## src/rtl/row_bus_pkg.sv

```systemverilog
// Shared definitions for the row broadcast/collect buses: FSM encoding,
// a constant clog2 for parameter checks, and the lane slice-offset helper.
package row_bus_pkg;

  typedef enum logic {
    ST_IDLE  = 1'b0,
    ST_DRAIN = 1'b1
  } state_e;

  // Ceiling log2 with a floor of 1, so a single-lane row still has a 1-bit index
  function automatic int clog2(input int n);
    int r;
    r = 0;
    while ((1 << r) < n) r++;
    if (r < 1) r = 1;
    return r;
  endfunction

  // Low bit offset of a lane inside a packed multi-lane vector
  function automatic int lane_lo(input int lane, input int width);
    return lane * width;
  endfunction

endpackage

```

## src/rtl/lane_ffs.sv

```systemverilog
// Priority find-first-set over a lane mask. Lowest set bit wins.
// Purely combinational; reports found, index, one-hot and single-bit-set.
module lane_ffs #(
  parameter int WIDTH     = 4,
  parameter int IDX_WIDTH = 2
) (
  input  logic [WIDTH-1:0]     mask,
  output logic                 found,
  output logic [IDX_WIDTH-1:0] index,
  output logic [WIDTH-1:0]     onehot,
  output logic                 single
);

  // Scan upward and lock onto the first set bit
  always_comb begin
    found  = 1'b0;
    index  = '0;
    onehot = mask & (~mask + 1'b1);
    for (int i = 0; i < WIDTH; i++) begin
      if (mask[i] && !found) begin
        found = 1'b1;
        index = IDX_WIDTH'(i);
      end
    end
    single = found && ((mask & (mask - 1'b1)) == '0);
  end

endmodule

```

## src/rtl/row_result_collector.sv

```systemverilog
// Row result collector: snapshots one result word per PE on ap_collect and
// drains the valid lanes, lowest index first, onto a valid/ready stream.
// Optional feature macro: COLLECT_OVERRUN_EN (sticky overrun flag on
// ap_collect while busy, with overrun_clr).
module row_result_collector
  import row_bus_pkg::*;
#(
  parameter int ARRAY_SIZE = 4,
  parameter int DATA_WIDTH = 16,
  parameter int IDX_WIDTH  = 2
) (
  input  logic                         clk,
  input  logic                         rst,
  input  logic                         ap_collect,
  input  logic [ARRAY_SIZE-1:0]        pe_valid,
  input  logic [ARRAY_SIZE*DATA_WIDTH-1:0] data_in,
  output logic                         busy,
  output logic                         out_valid,
  input  logic                         out_ready,
  output logic [DATA_WIDTH-1:0]        out_data,
  output logic [IDX_WIDTH-1:0]         out_idx,
`ifdef COLLECT_OVERRUN_EN
  input  logic                         overrun_clr,
  output logic                         overrun,
`endif
  output logic                         out_last
);

  generate
    if (IDX_WIDTH < clog2(ARRAY_SIZE)) begin : g_bad_idx_width
      $error("IDX_WIDTH too narrow for ARRAY_SIZE");
    end
  endgenerate

  state_e                          state_q, state_d;
  logic [ARRAY_SIZE-1:0]           mask_q, mask_d;
  logic [ARRAY_SIZE*DATA_WIDTH-1:0] data_q, data_d;

  logic                  ffs_found;
  logic [IDX_WIDTH-1:0]  ffs_index;
  logic [ARRAY_SIZE-1:0] ffs_onehot;
  logic                  ffs_single;
  logic                  xfer;

  logic [DATA_WIDTH-1:0] lane_word [ARRAY_SIZE];

  lane_ffs #(
    .WIDTH     (ARRAY_SIZE),
    .IDX_WIDTH (IDX_WIDTH)
  ) u_ffs (
    .mask   (mask_q),
    .found  (ffs_found),
    .index  (ffs_index),
    .onehot (ffs_onehot),
    .single (ffs_single)
  );

  genvar gi;
  generate
    for (gi = 0; gi < ARRAY_SIZE; gi++) begin : g_lane
      assign lane_word[gi] = data_q[lane_lo(gi, DATA_WIDTH) +: DATA_WIDTH];
    end
  endgenerate

  // Stream outputs come straight from the snapshot, so they hold under backpressure
  always_comb begin
    busy      = (state_q == ST_DRAIN);
    out_valid = (state_q == ST_DRAIN) && ffs_found;
    out_last  = out_valid && ffs_single;
    out_idx   = ffs_index;
    out_data  = '0;
    for (int i = 0; i < ARRAY_SIZE; i++) begin
      if (ffs_onehot[i]) out_data = out_data | lane_word[i];
    end
  end

  assign xfer = out_valid && out_ready;

  // Next state: capture in IDLE, retire one lane per accepted beat in DRAIN
  always_comb begin
    state_d = state_q;
    mask_d  = mask_q;
    data_d  = data_q;
    case (state_q)
      ST_IDLE: begin
        if (ap_collect && (pe_valid != '0)) begin
          state_d = ST_DRAIN;
          mask_d  = pe_valid;
          data_d  = data_in;
        end
      end
      ST_DRAIN: begin
        if (xfer) begin
          mask_d = mask_q & ~ffs_onehot;
          if (ffs_single) state_d = ST_IDLE;
        end
      end
      default: state_d = ST_IDLE;
    endcase
  end

  // State and snapshot registers
  always_ff @(posedge clk or posedge rst) begin
    if (rst) begin
      state_q <= ST_IDLE;
      mask_q  <= '0;
      data_q  <= '0;
    end else begin
      state_q <= state_d;
      mask_q  <= mask_d;
      data_q  <= data_d;
    end
  end

`ifdef COLLECT_OVERRUN_EN
  logic overrun_q, overrun_d;

  // Sticky overrun: a capture request arriving mid-drain; set beats clear
  always_comb begin
    overrun_d = overrun_q;
    if (overrun_clr) overrun_d = 1'b0;
    if (ap_collect && busy) overrun_d = 1'b1;
  end

  // Overrun flag register
  always_ff @(posedge clk or posedge rst) begin
    if (rst) overrun_q <= 1'b0;
    else     overrun_q <= overrun_d;
  end

  assign overrun = overrun_q;
`endif

endmodule

```

## config.mk

```make
export PLATFORM = sky130hd
export DESIGN_NAME = row_result_collector
export DESIGN_NICKNAME = d
export VERILOG_FILES = /design/src/rtl/row_bus_pkg.sv /design/src/rtl/lane_ffs.sv /design/src/rtl/row_result_collector.sv
export SDC_FILE = /design/constraint.sdc
export NUM_CORES = 1
export LEC_CHECK = 0
export ABC_AREA = 1
export CAP_MARGIN = 20
export CELL_PAD_IN_SITES_DETAIL_PLACEMENT = 1
export CELL_PAD_IN_SITES_GLOBAL_PLACEMENT = 2
export CORE_MARGIN = 2
export CORE_UTILIZATION = 35
export CTS_BUF_LIST = sky130_fd_sc_hd__clkbuf_16
export CTS_CLUSTER_SIZE = 25
export DETAILED_ROUTE_END_ITERATION = 12
export DONT_BUFFER_PORTS = 1
export GPL_ROUTABILITY_DRIVEN = 0
export PLACE_DENSITY_LB_ADDON = 0.3
export SLEW_MARGIN = 0
export SYNTH_ARGS = -nofsm -noshare
export SYNTH_HDL_FRONTEND = slang
export SYNTH_SLANG_ARGS = --single-unit
```

## constraint.sdc

```tcl
create_clock -name clk -period 2.1 [get_ports clk]
set_input_delay 0.21 -clock clk [delete_from_list [all_inputs] [get_ports clk]]
set_output_delay 0.21 -clock clk [all_outputs]
set_load 0.01 [all_outputs]
```

# After elaboration in Yosys (flattened, before gate mapping)
# Cells that the tools add are included.
# op_classes
n_addsub,2
multipliers,0
n_div,0
order_cmp,0
n_eq_ne,2
shifts,0
n_mux,18
bitwise_logic,9
reduce_logical,15
# ops
cell,n
2-to-1 mux 16 bit,4
bitwise OR 16 bit,3
AND 4 bit,3
logical AND 1 bit,8
2-to-1 mux 1 bit,8
2-to-1 mux 4 bit,2
inverter 4 bit,2
one-hot mux 4 bit (2 select lines),1
"adder 4 x 1 -> 4 bit, second input constant",1
logical NOT 4 bit,1
2-to-1 mux 2 bit,2
AND reduction 2 bit,2
nonzero test 4 bit,1
"subtractor 4 x 1 -> 4 bit, second input constant",1
logical NOT 1 bit,3
"!= test 2 x 1 -> 1 bit, second input constant",1
"!= test 2 bit, second input constant",1
one-hot mux 1 bit (2 select lines),1
inverter 1 bit,1
# totals
register_bits,69
latch_bits,0
mem_bits_rw,0
rom_bits,0
in_bits,72
output_inout_bits,21
word_cells,49
n_memories,0

# Longest topological paths before layout
# Gate-level depths: netlist of run 1.
# logic_depth
ltp_word,14
ltp_mapped,8
mapped_depth_nobuf,7

# Cells and area by module
# From an unflattened synthesis of run 1, not the netlist that was laid out.
# unflattened
cells_unflattened,434
area_unflattened_um2,3399.5
# by_module_without_submodules
module,instances,cells_per_inst,area_per_inst_um2,seq_area_each_um2
row_result_collector,1,413,3299.4,1726.7
lane_ffs,1,21,100.1,0.0

# Least setup slack after synthesis of run 1
# OpenSTA, ideal clock, no wires.
# synth_timing
kind,reg-to-output
from,reg mask_q[0]
to,out out_data[10]
arrival_ps,1178
setup_slack_ps,712
path_stages_with_launch,6
path_cell_list,dfrtp_1 buf_6 nor2_4 nand3_2 clkbuf_2 o21ai_0
# synth_via
elab_chain_cells,10
# synth_lines
element,line,rtl
"start, declared",row_result_collector.sv:36,"logic [ARRAY_SIZE-1:0] mask_q, mask_d;"
"start signal, assigned",row_result_collector.sv:110,mask_q <= mask_d;
inverter 4 bit,lane_ffs.sv:18,onehot = mask & (~mask + 1'b1);
adder 4 x 1 -> 4 bit,lane_ffs.sv:18,
AND 4 bit (*),lane_ffs.sv:18,
2-to-1 mux 16 bit,row_result_collector.sv:73,if (ffs_onehot[i]) out_data = out_data | lane_word[i];
bitwise OR 16 bit,row_result_collector.sv:73,
2-to-1 mux 16 bit,row_result_collector.sv:73,
bitwise OR 16 bit,row_result_collector.sv:73,
2-to-1 mux 16 bit,row_result_collector.sv:73,
bitwise OR 16 bit,row_result_collector.sv:73,
2-to-1 mux 16 bit (*),row_result_collector.sv:73,
"end, declared",row_result_collector.sv:20,"output logic [DATA_WIDTH-1:0] out_data,"
# Mark *: on every way between the ends. The rest lies on a longest branch, timed or not.

# Worst setup path in the final report of run 1
# layout_timing
from,reg mask_q[1]
to,out out_data[0]
# layout_via
elab_chain_cells,8
# layout_lines
element,line
inverter 4 bit,lane_ffs.sv:18
adder 4 x 1 -> 4 bit,lane_ffs.sv:18
AND 4 bit (*),lane_ffs.sv:18
2-to-1 mux 16 bit,row_result_collector.sv:73
bitwise OR 16 bit,row_result_collector.sv:73
2-to-1 mux 16 bit,row_result_collector.sv:73
bitwise OR 16 bit,row_result_collector.sv:73
2-to-1 mux 16 bit (*),row_result_collector.sv:73
# Marked as above.

==> results.md, run 1 <==
- Worst r2r src: busy
- ANT cells: 0
- Post-synth EDFFs: 0
- Final global-route overflow total: 0
- Util after Layout: 39.66%
- Core ar.: 9109 µm²
- Largest family of logic cells by synthesized area: compound AO/OA/AOI/OAI gates
- Site row count: 35
- Met3 Usage GRT: 4.039%
- Nets@finish: 470
- Largest net degree at the start of global routing: 77
- Commonest non-fill, non-tap cell in the layout: inv_1
- Met2 GRT Util: 24.83%
- Syn Inst Count: 401
- Sequential share of the synthesized area: 53.22%
- Outcome: finished, final reports clean
- Worst EP arrival: 1.80 ns
- Most used routing layer: met2
- First-pass GRT wire length: 13,080 µm
- Clk pwr share: 26.0%
- Post-route ant nets: 0
- Layout cells sized above 1: 6.965%
- Root Driver: clkbuf_16
- Initial Util: 35.62%
- Crit path max fanout: 17
- Most frequent cells in the layout: inv_1 (72), dfrtp_1 (69), o21ai_0 (63)
- CP required: 1.89 ns
- Hpwl dp: 5899 µm
- Reg-to-reg slack, setup: 0.51 ns
- DRT Pass-1 Iters: 4
- Total GRT Usage: 16.98%
- Die Span X: 100.3 µm
- Vias per cell: 4.947
- Peak VDD IR: 0.5553 mV
- Layout Cells excl Fill: 513
- Slew Limit Fails: 0
- Area after DPL: 3321 µm²
- End of the worst register-to-register path: mask_q[1]
- Fin area: 3612 µm²
- Post-CTS setup buffer count: 0
- Switching power: 2082 µW
- Cell variety after synth: 20
- I/O Pins: 93
- Die area: 10,060 µm²
- Hold Crit Class: in2reg
- CTS max path bufs: 2
- Max Cap Violations: 0
- Clk sinks: 69
- FILL cells: 1,113
- Max frequency: 0.4981 GHz
- R2R cell count: 5
- Slew headroom: 67.16%
- Compound-gate portion of the synthesized area: 17.89%
- Final Hold Fails: 0
- Internal: 3402 µW
- Crit path launch: mask_q[1]
- Via count: 2,538
- Combinational share of power: 32.4%
- Synth Net Count: 473
- Final setup fails: 0
- Die height: 100.3 µm
- Setup WS pre-CTS: 0.3633 ns
- Crit path capture: out_data[0]
- RSZ-0062 raised after global routing: yes
- Cells after DPL: 497
- Fraction of registers with async set/reset: 100.0%
- Routed wire length: 8150 µm
- Area grow syn2layout: 11.34%
- CP Class: reg2out
- XOR/XNOR Fraction of Synth Area: 0%
- Slew @ Worst Pin: 0.4926 ns
- Power per standard cell area: 1518 nW/µm²
- FF+latch count, synth: 69
- Syn Area/Cell: 8.091 µm²
- Crit start category: flop
- Adder-cell share of the synthesized area: 0%
- # DRC: 0
- Critical Path Sink Type: output port
- Routed wire per std cell: 15.89 µm
- Vias in the first global route: 2,491
- H-tree levels: 3
- Worst-path clk slew: 0.06 ns
- Clock Skews: 0.003476 ns
- Yosys warns: 0
- Simple-Gate Fraction of Synth Area: 16.12%
- Min cycle time layout: 2.008 ns
- Seq pwr share: 41.7%
- Iter 0 DRT Violations: 89
- Leak Pwr: 0.001864 µW
- M1 GR Usage: 24.60%
- Clock tree from TritonCTS: built
- Post-Syn Area: 3244 µm²
- Final WS setup: 0.09217 ns
- Clock Latency Late Sink: 0.32 ns
- Port Buffers: 0
- Setup TNS: 0 ns
- Mux share of post-synthesis cell area: 0%
- Sw Ratio: 37.97%
- Antenna violations before repair: 0
- Period utilisation layout: 95.61%
- Top_reg_cell synth: dfrtp_1
- CTS Buf Count: 9
==> per-stage QoR <==
step / power (µW) / hold slack, ns
global route: 5948 / 0.009084
detailed placement: 4119 / 0.2136
floorplan: 3654 / 0.3405
finish: 5484 / 0.02073
CTS: 5584 / 0.01002
global placement: 4038 / 0.2128
==> critical path, cell delays in order (launching register included) <==
cell and delay (ns):
dfrtp_1 0.53, nor2_4 0.18, nand3_2 0.31, o21ai_0 0.45
==> cell type report <==
type	instances	area, µm²	share of cell area, %
clock buffer	9	225.2	6.235
clock inverter	6	56.30	1.559
inverter	73	274.0	7.586
multi-input combinational	237	1104	30.55
sequential	69	1727	47.80
tap	111	138.9	3.845
timing repair buffer	8	87.58	2.425
==> timing repair <==
action	in CTS	in global routing
endpoints found under the setup margin	0	15
hold buffers	1	0
hold endpoints to repair	69	0
gates resized for setup	0	1
==> worst min path at each step <==
stage / start / to / depth (start not counted)
after floorplan: data_in[41] / data_q[41] / 2
after global placement: rst / data_q[17] / 2
after detailed placement: rst / data_q[16] / 2
after CTS: data_in[41] / data_q[41] / 2
after global routing: data_in[42] / data_q[42] / 2
final: data_in[45] / data_q[45] / 2
==> flip-flops by register name (all words and copies together) (netlist names) <==
name / count
data_q: 64
mask_q: 4
busy: 1
==> cell families after synthesis <==
| logic type | count (synthesis) |
|---|---|
| AOI/OAI and AO/OA | 116 |
| buffers and inverters | 95 |
| DFF | 69 |
| and+or+nand+nor | 121 |
==> power groups by stage <==
stage / Sequential, µW / Combinational (µW) / Clock [µW]
floorplan: 2170 / 1480 / 0
global placement: 2290 / 1750 / 0
detailed placement: 2310 / 1810 / 0
CTS: 2290 / 1820 / 1470
global route: 2360 / 2070 / 1520
finish: 2280 / 1770 / 1420
==> per-layer routing <==
layer	wire [µm]	share of wire (%)
met1	3981	49
met2	3766	46
met5	0	0
met4	72	0.88
met3	330	4.0
==> Yosys cell counts (3+ instances only) <==
library cell | n | area, µm²
inv_1 | 72 | 270.3
dfrtp_1 | 69 | 1727
o21ai_0 | 64 | 320.3
nand2_1 | 61 | 229.0
a21oi_1 | 46 | 230.2
nor2_1 | 34 | 127.6
nand3_1 | 20 | 100.1
buf_2 | 9 | 45.04
buf_4 | 6 | 45.04
o21ai_1 | 6 | 30.03
buf_6 | 3 | 33.78
clkbuf_1 | 3 | 11.26
No activity file was read; power rests on OpenSTA's default activity.
==> run 2, diff against run 1 <==
==> constraint.sdc (replaced) <==
create_clock -name clk -period 2.1 [get_ports clk]
set_input_delay 0.21 -clock clk [delete_from_list [all_inputs] [get_ports clk]]
set_output_delay 0.21 -clock clk [all_outputs]
set_load 0.1 [all_outputs]
==> results.md, run 2 (synthesis results as in run 1) <==
- I/O Pins: 93 (unchanged)
- Via count: 2,662 (+4.9%)
- CTS max path bufs: 2 (unchanged)
- Hold Path Stages: 2 (unchanged)
- Hold path start: data_in[36]
- Commonest non-fill, non-tap cell in the layout: inv_1
- Root Driver: clkbuf_16
- Crit path max fanout: 18 (+1)
- H-tree levels: 3 (unchanged)
- Iter 0 DRT Violations: 120 (+35%)
- Max reg flops: 64 (unchanged)
- FILL cells: 1,071 (-3.8%)
- # DRC: 0 (unchanged)
- Layout cells sized above 1: 16.94% (+10 points)
- Antenna violations before repair: 0 (unchanged)
- R2R cell count: 6 (+1)
- ANT cells: 0 (unchanged)
- DRT Pass-1 Iters: 4 (unchanged)
- Worst EP arrival: 1.77 ns (-0.03 ns)
- Clock Skews: 0.003679 ns (+0.0002037 ns)
- CP Class: reg2out
- RSZ-0062 raised after global routing: no
- Total GRT Usage: 18.41% (+1.4 points)
- WHS Endpoint: data_q[36]
- Hpwl dp: 6348 µm (+7.6%)
- Core ar.: 9109 µm² (unchanged)
- Port Buffers: 0 (unchanged)
- Slowest CP cell: dfrtp_1
- Final global-route overflow total: 0 (unchanged)
- Initial Util: 35.62% (unchanged)
- Critical path's top delay family: flip-flops
- Die area: 10,060 µm² (unchanged)
- Vias in the first global route: 2,756 (+11%)
- Post-route ant nets: 0 (unchanged)
- Max Cap Violations: 0 (unchanged)
- Final Hold Fails: 0 (unchanged)
- Min cycle time layout: 1.984 ns (-0.02397 ns)
- Most flops, register: data_q
- Clock tree from TritonCTS: built
- Outcome: finished, final reports clean
- First-pass GRT wire length: 14,260 µm (+9.1%)
- Routed wire per std cell: 15.92 µm (+0.21%)
- Slew @ Worst Pin: 0.3939 ns (-0.09869 ns)
- Crit path launch: mask_q[1]
- Clock Latency Late Sink: 0.32 ns (about the same)
- Crit start category: flop
- Worst-path clk slew: 0.05 ns (about the same)
- Clk sinks: 69 (unchanged)
- CTS Buf Count: 9 (unchanged)
- Nets@finish: 498 (+6.0%)
- Worst path bufs/invs: 2 (+2)
- Routed wire length: 8629 µm (+5.9%)
- Critical path cell sequence: buf_4 > nand3_1 > o21ai_0 > a21oi_1 > o21ai_2 > buf_12
- Hold Crit Class: in2reg
- Slew headroom: 73.74% (+6.6 points)
- Period utilisation layout: 94.47% (-1.1 points)
- Final setup fails: 0 (unchanged)
- Setup TNS: 0 ns (unchanged)
- Die height: 100.3 µm (unchanged)
- Site row count: 35 (unchanged)
- Fin area: 4168 µm² (+15%)
- Max frequency: 0.5041 GHz (+1.2%)
- End of the worst register-to-register path: mask_q[0]
- Slew Limit Fails: 0 (unchanged)
- Largest net degree at the start of global routing: 75 (-2.6%)
- Reg-to-reg slack, setup: 0.64 ns (+0.13 ns)
- Critical Path Sink Type: output port
- Area grow syn2layout: 28.46%
- CP required: 1.89 ns (about the same)
- Area after DPL: 3817 µm² (+15%)
- Most frequent cells in the layout: inv_1 (74), dfrtp_1 (68), nand2_1 (61)
- Worst r2r src: mask_q[0]
- CP max stage delay: 0.46 ns (-0.07 ns)
- Vias per cell: 4.911 (-0.73%)
- Die Span X: 100.3 µm (unchanged)
## run 2: cell count changes in the layout (fill, tap and decap cells not counted), moves of 2 or more
cell / delta
clkinv_2: -2
inv_1: +2
o21ai_1: -2
o21ai_0: -14
buf_12: +19
buf_4: +8
o21ai_2: +16
## run 2: area by class of cell
cell class                      instances  area [µm²]  area share [%]
Clock inverter                          7       83.83           2.011
Multi-Input combinational cell        237        1175           28.19
Timing Repair Buffer                   36       543.0           13.03
Clock buffer                            9       225.2           5.404
Tap cell                              111       138.9           3.332
Sequential cell                        69        1728           41.46
Inverter                               73       274.0           6.575
## run 2: per-layer routing
| metal | part of all wire (%) | track usage, % |
|---|---|---|
| met1 | 49 | 27.48 |
| met2 | 45 | 27.00 |
| met3 | 4.4 | 3.760 |
| met4 | 1.1 | 5.374 |
| met5 | 0 | 0 |
## run 2: through the flow
step | std cells | hold WS, ns | utilization [%] | setup WS, ns
floorplan | 401 | 0.3405 | - | -0.4133
global placement | 522 | 0.08346 | 41.91 | 0.3468
detailed placement | 522 | 0.08644 | 41.91 | 0.2858
CTS | 539 | 0.02039 | 45.47 | 0.06077
global route | 542 | 0.01986 | 45.76 | 0.01190
finish | 542 | 0.02953 | 45.76 | 0.1161
## run 2: worst register-to-register path, stage by stage, from the launching register on
cell and delay, ns:
dfrtp_2 0.45, buf_4 0.16, nor2_4 0.13, nand3_1 0.12
nand3_1 0.15, nand2_2 0.12, o21ai_0 0.23
## run 2: worst max-delay path by stage
stage | endpoint | slack [ns] | cells after the start
final | out_data[2] | 0.12 | 6
after global routing | out_data[7] | 0.01 | 6
after CTS | out_data[2] | 0.06 | 6
after detailed placement | out_data[6] | 0.29 | 7
after global placement | out_data[9] | 0.35 | 7
after floorplan | out_data[10] | -0.41 | 5
## run 2: timing repair
item,4_1_cts,5_1_grt
hold buffers,1,0
setup buffers,0,3
pin swaps,0,0
setup endpoints to repair,11,11
gates resized for setup,2,1
hold endpoints to repair,14,0
Power of run 2 is not shown: default switching activity piles up to over one toggle a cycle in this logic, so the estimate is an artifact.
==> run 3, diff against run 2 <==
--- a/config.mk
+++ b/config.mk
@@ -5,12 +5,11 @@
 export SDC_FILE = /design/constraint.sdc
 export NUM_CORES = 1
 export LEC_CHECK = 0
-export ABC_AREA = 1
 export CAP_MARGIN = 20
 export CELL_PAD_IN_SITES_DETAIL_PLACEMENT = 1
 export CELL_PAD_IN_SITES_GLOBAL_PLACEMENT = 2
 export CORE_MARGIN = 2
-export CORE_UTILIZATION = 35
+export CORE_UTILIZATION = 41
 export CTS_BUF_LIST = sky130_fd_sc_hd__clkbuf_16
 export CTS_CLUSTER_SIZE = 25
 export DETAILED_ROUTE_END_ITERATION = 12
==> results.md, run 3 <==
- Worst EP arrival: 1.84 ns (+0.07 ns)
- Clock Latency Late Sink: 0.32 ns (about the same)
- Most frequent cells in the layout: dfrtp_1 (65), mux2_1 (60), a22oi_1 (30)
- CP required: 1.89 ns (about the same)
- Die height: 91.73 µm (-8.5%)
- Commonest non-fill, non-tap cell in the layout: dfrtp_1
- Post-Syn Area: 3156 µm² (-2.7%)
- Syn Inst Count: 237 (-41%)
- Max Cap Violations: 0 (unchanged)
- Area grow syn2layout: 31.64%
- Antenna violations before repair: 0 (unchanged)
- Final Hold Fails: 0 (unchanged)
- Vias in the first global route: 2,255 (-18%)
- Final global-route overflow total: 0 (unchanged)
- Max frequency: 0.4878 GHz (-3.2%)
- Routed wire per std cell: 21.93 µm (+38%)
- ANT cells: 0 (unchanged)
- Cell variety after synth: 31 (+55%)
- Site row count: 31 (-11%)
- Hpwl dp: 5533 µm (-13%)
- # DRC: 0 (unchanged)
- Crit path launch: mask_q[2]
- Root Driver: clkbuf_16
- Crit start category: flop
- Routed wire length: 8113 µm (-6.0%)
- Die Span X: 91.73 µm (-8.5%)
- Syn Area/Cell: 13.31 µm² (+65%)
- FILL cells: 731 (-32%)
- Fin area: 4154 µm² (-0.33%)
- Setup TNS: 0 ns (unchanged)
- Largest cells by area after synthesis: dfrtp_1 (55%), mux2_1 (21%), a22oi_1 (7.1%)
- Synth Net Count: 309 (-35%)
- DRT Pass-1 Iters: 4 (unchanged)
- Slew @ Worst Pin: 0.5064 ns (+0.1124 ns)
- Top_reg_cell synth: dfrtp_1
- Setup WS pre-CTS: 0.2940 ns (+0.008151 ns)
- H-tree levels: 3 (unchanged)
- Critical Path Sink Type: output port
- Max reg flops: 64 (unchanged)
- Sequential share of the synthesized area: 54.72% (+1.5 points)
- Fraction of registers with async set/reset: 100.0% (unchanged)
- Area after DPL: 3819 µm² (about the same)
- Final setup fails: 0 (unchanged)
- Top-area cell type share of the netlist area: 54.72% (+1.5 points)
- Iter 0 DRT Violations: 75 (-38%)
- Post-route ant nets: 0 (unchanged)
- Worst r2r src: busy
- Area leader, netlist: dfrtp_1
- Worst-path clk slew: 0.06 ns (about the same)
- RSZ-0062 raised after global routing: yes
- Via count: 2,100 (-21%)
- Cell with the most instances after synthesis: dfrtp_1
- CTS Buf Count: 9 (unchanged)
- Crit path capture: out_data[4]
- Layout cells sized above 1: 28.78% (+12 points)
- Die area: 8414 µm² (-16%)
- Hold Crit Class: in2reg
- Post-synth EDFFs: 0 (unchanged)
- FF+latch count, synth: 69 (unchanged)
- I/O Pins: 93 (unchanged)
- Slew headroom: 65.99% (-7.8 points)
- Slew Limit Fails: 0 (unchanged)
- CP Class: reg2out
- Clock tree from TritonCTS: built
- Initial Util: 42.82% (+7.2 points)
- Outcome: finished, final reports clean
- Hold Path Stages: 1 (-1)
- Clock Skews: 0.002761 ns (-0.0009187 ns)
- First-pass GRT wire length: 12,830 µm (-10%)
- Largest net degree at the start of global routing: 70 (-6.7%)
- Reg-to-reg slack, setup: 0.37 ns (-0.27 ns)
- Period utilisation layout: 97.63% (+3.2 points)
- Core ar.: 7370 µm² (-19%)
- Final WS setup: 0.04985 ns (-0.06629 ns)
- Min cycle time layout: 2.050 ns (+0.06629 ns)
- Most flops, register: data_q
- CTS max path bufs: 2 (unchanged)
- Nets@finish: 338 (-32%)
- End of the worst register-to-register path: data_q[12]
- Yosys warns: 0 (unchanged)
- Total GRT Usage: 20.02% (+1.6 points)
- Vias per cell: 5.676 (+16%)
- R2R cell count: 4 (-2)
- Synth cell count leaders: dfrtp_1 (69), mux2_1 (60), a22oi_1 (30)
- Crit path max fanout: 10 (-8)
- Clk sinks: 69 (unchanged)
- Port Buffers: 0 (unchanged)
run 3: changes by cell type after synthesis, sizes merged, moves of 9 or more:
| cell | delta |
|---|---|
| nand3 | -21 |
| inv | -65 |
| a21oi | -44 |
| buf | -9 |
| nor2 | -31 |
| a22oi | +30 |
| nand2 | -60 |
| o21ai | -53 |
| mux2 | +64 |
run 3: critical path, stage by stage, from the launching register on:
cell	delay, ns
dfrtp_2	0.48
nor4b_4	0.37
buf_4	0.23
a22oi_1	0.11
o21ai_2	0.12
buf_12	0.20
run 3: repair_timing:
action | in CTS | in global routing
buffers inserted | 0 | 3
setup endpoints to repair | 15 | 16
gates cloned | 0 | 1
gates resized for setup | 3 | 3
hold buffers | 1 | 0
hold endpoints to repair | 69 | 0
pin swaps | 0 | 1
run 3: cell families after synthesis:
family,Yosys count,synth area share (%)
buffers and inverters,25,4.520
AOI/OAI and AO/OA,62,13.60
muxes,64,22.84
DFF,69,54.72
xor gates and xnor gates,1,0.2776
and+or+nand+nor,16,4.044
run 3: worst min path at each step:
stage | from | endpoint | slack, ns
floorplan | data_in[0] | data_q[0] | 0.34
global route | data_in[50] | data_q[50] | 0.008
global placement | rst | data_q[18] | 0.21
detailed placement | rst | data_q[18] | 0.20
finish | data_in[10] | data_q[10] | 0.02
CTS | data_in[41] | data_q[41] | 0.009
run 3: layout make-up:
| type | instances | area [µm²] | share of cell area, % |
|---|---|---|---|
| inverter | 8 | 30.03 | 0.7229 |
| clock buffer | 9 | 225.2 | 5.422 |
| clock inverter | 7 | 60.06 | 1.446 |
| tap | 99 | 123.9 | 2.982 |
| multi-input combinational | 143 | 1448 | 34.85 |
| sequential | 69 | 1732 | 41.69 |
| timing repair buffer | 35 | 535.5 | 12.89 |
run 3: metal layers:
layer | up-vias | global-route usage [%] | routed length [µm]
met4 | 0 | 5.597 | 63
met2 | 60 | 31.25 | 3960
li1 | 941 | - | -
met1 | 1092 | 27.60 | 3662
met3 | 7 | 5.505 | 426
met5 | - | 0 | 0
run 3: through the flow:
step,utilization [%],std cells,hold WS [ns]
after floorplan,-,237,0.3447
after global placement,51.82,349,0.2063
after detailed placement,51.82,349,0.2018
after CTS,55.94,366,0.009237
after global routing,56.37,370,0.008041
final,56.37,370,0.01653
Power of run 3 is left out for the same reason.
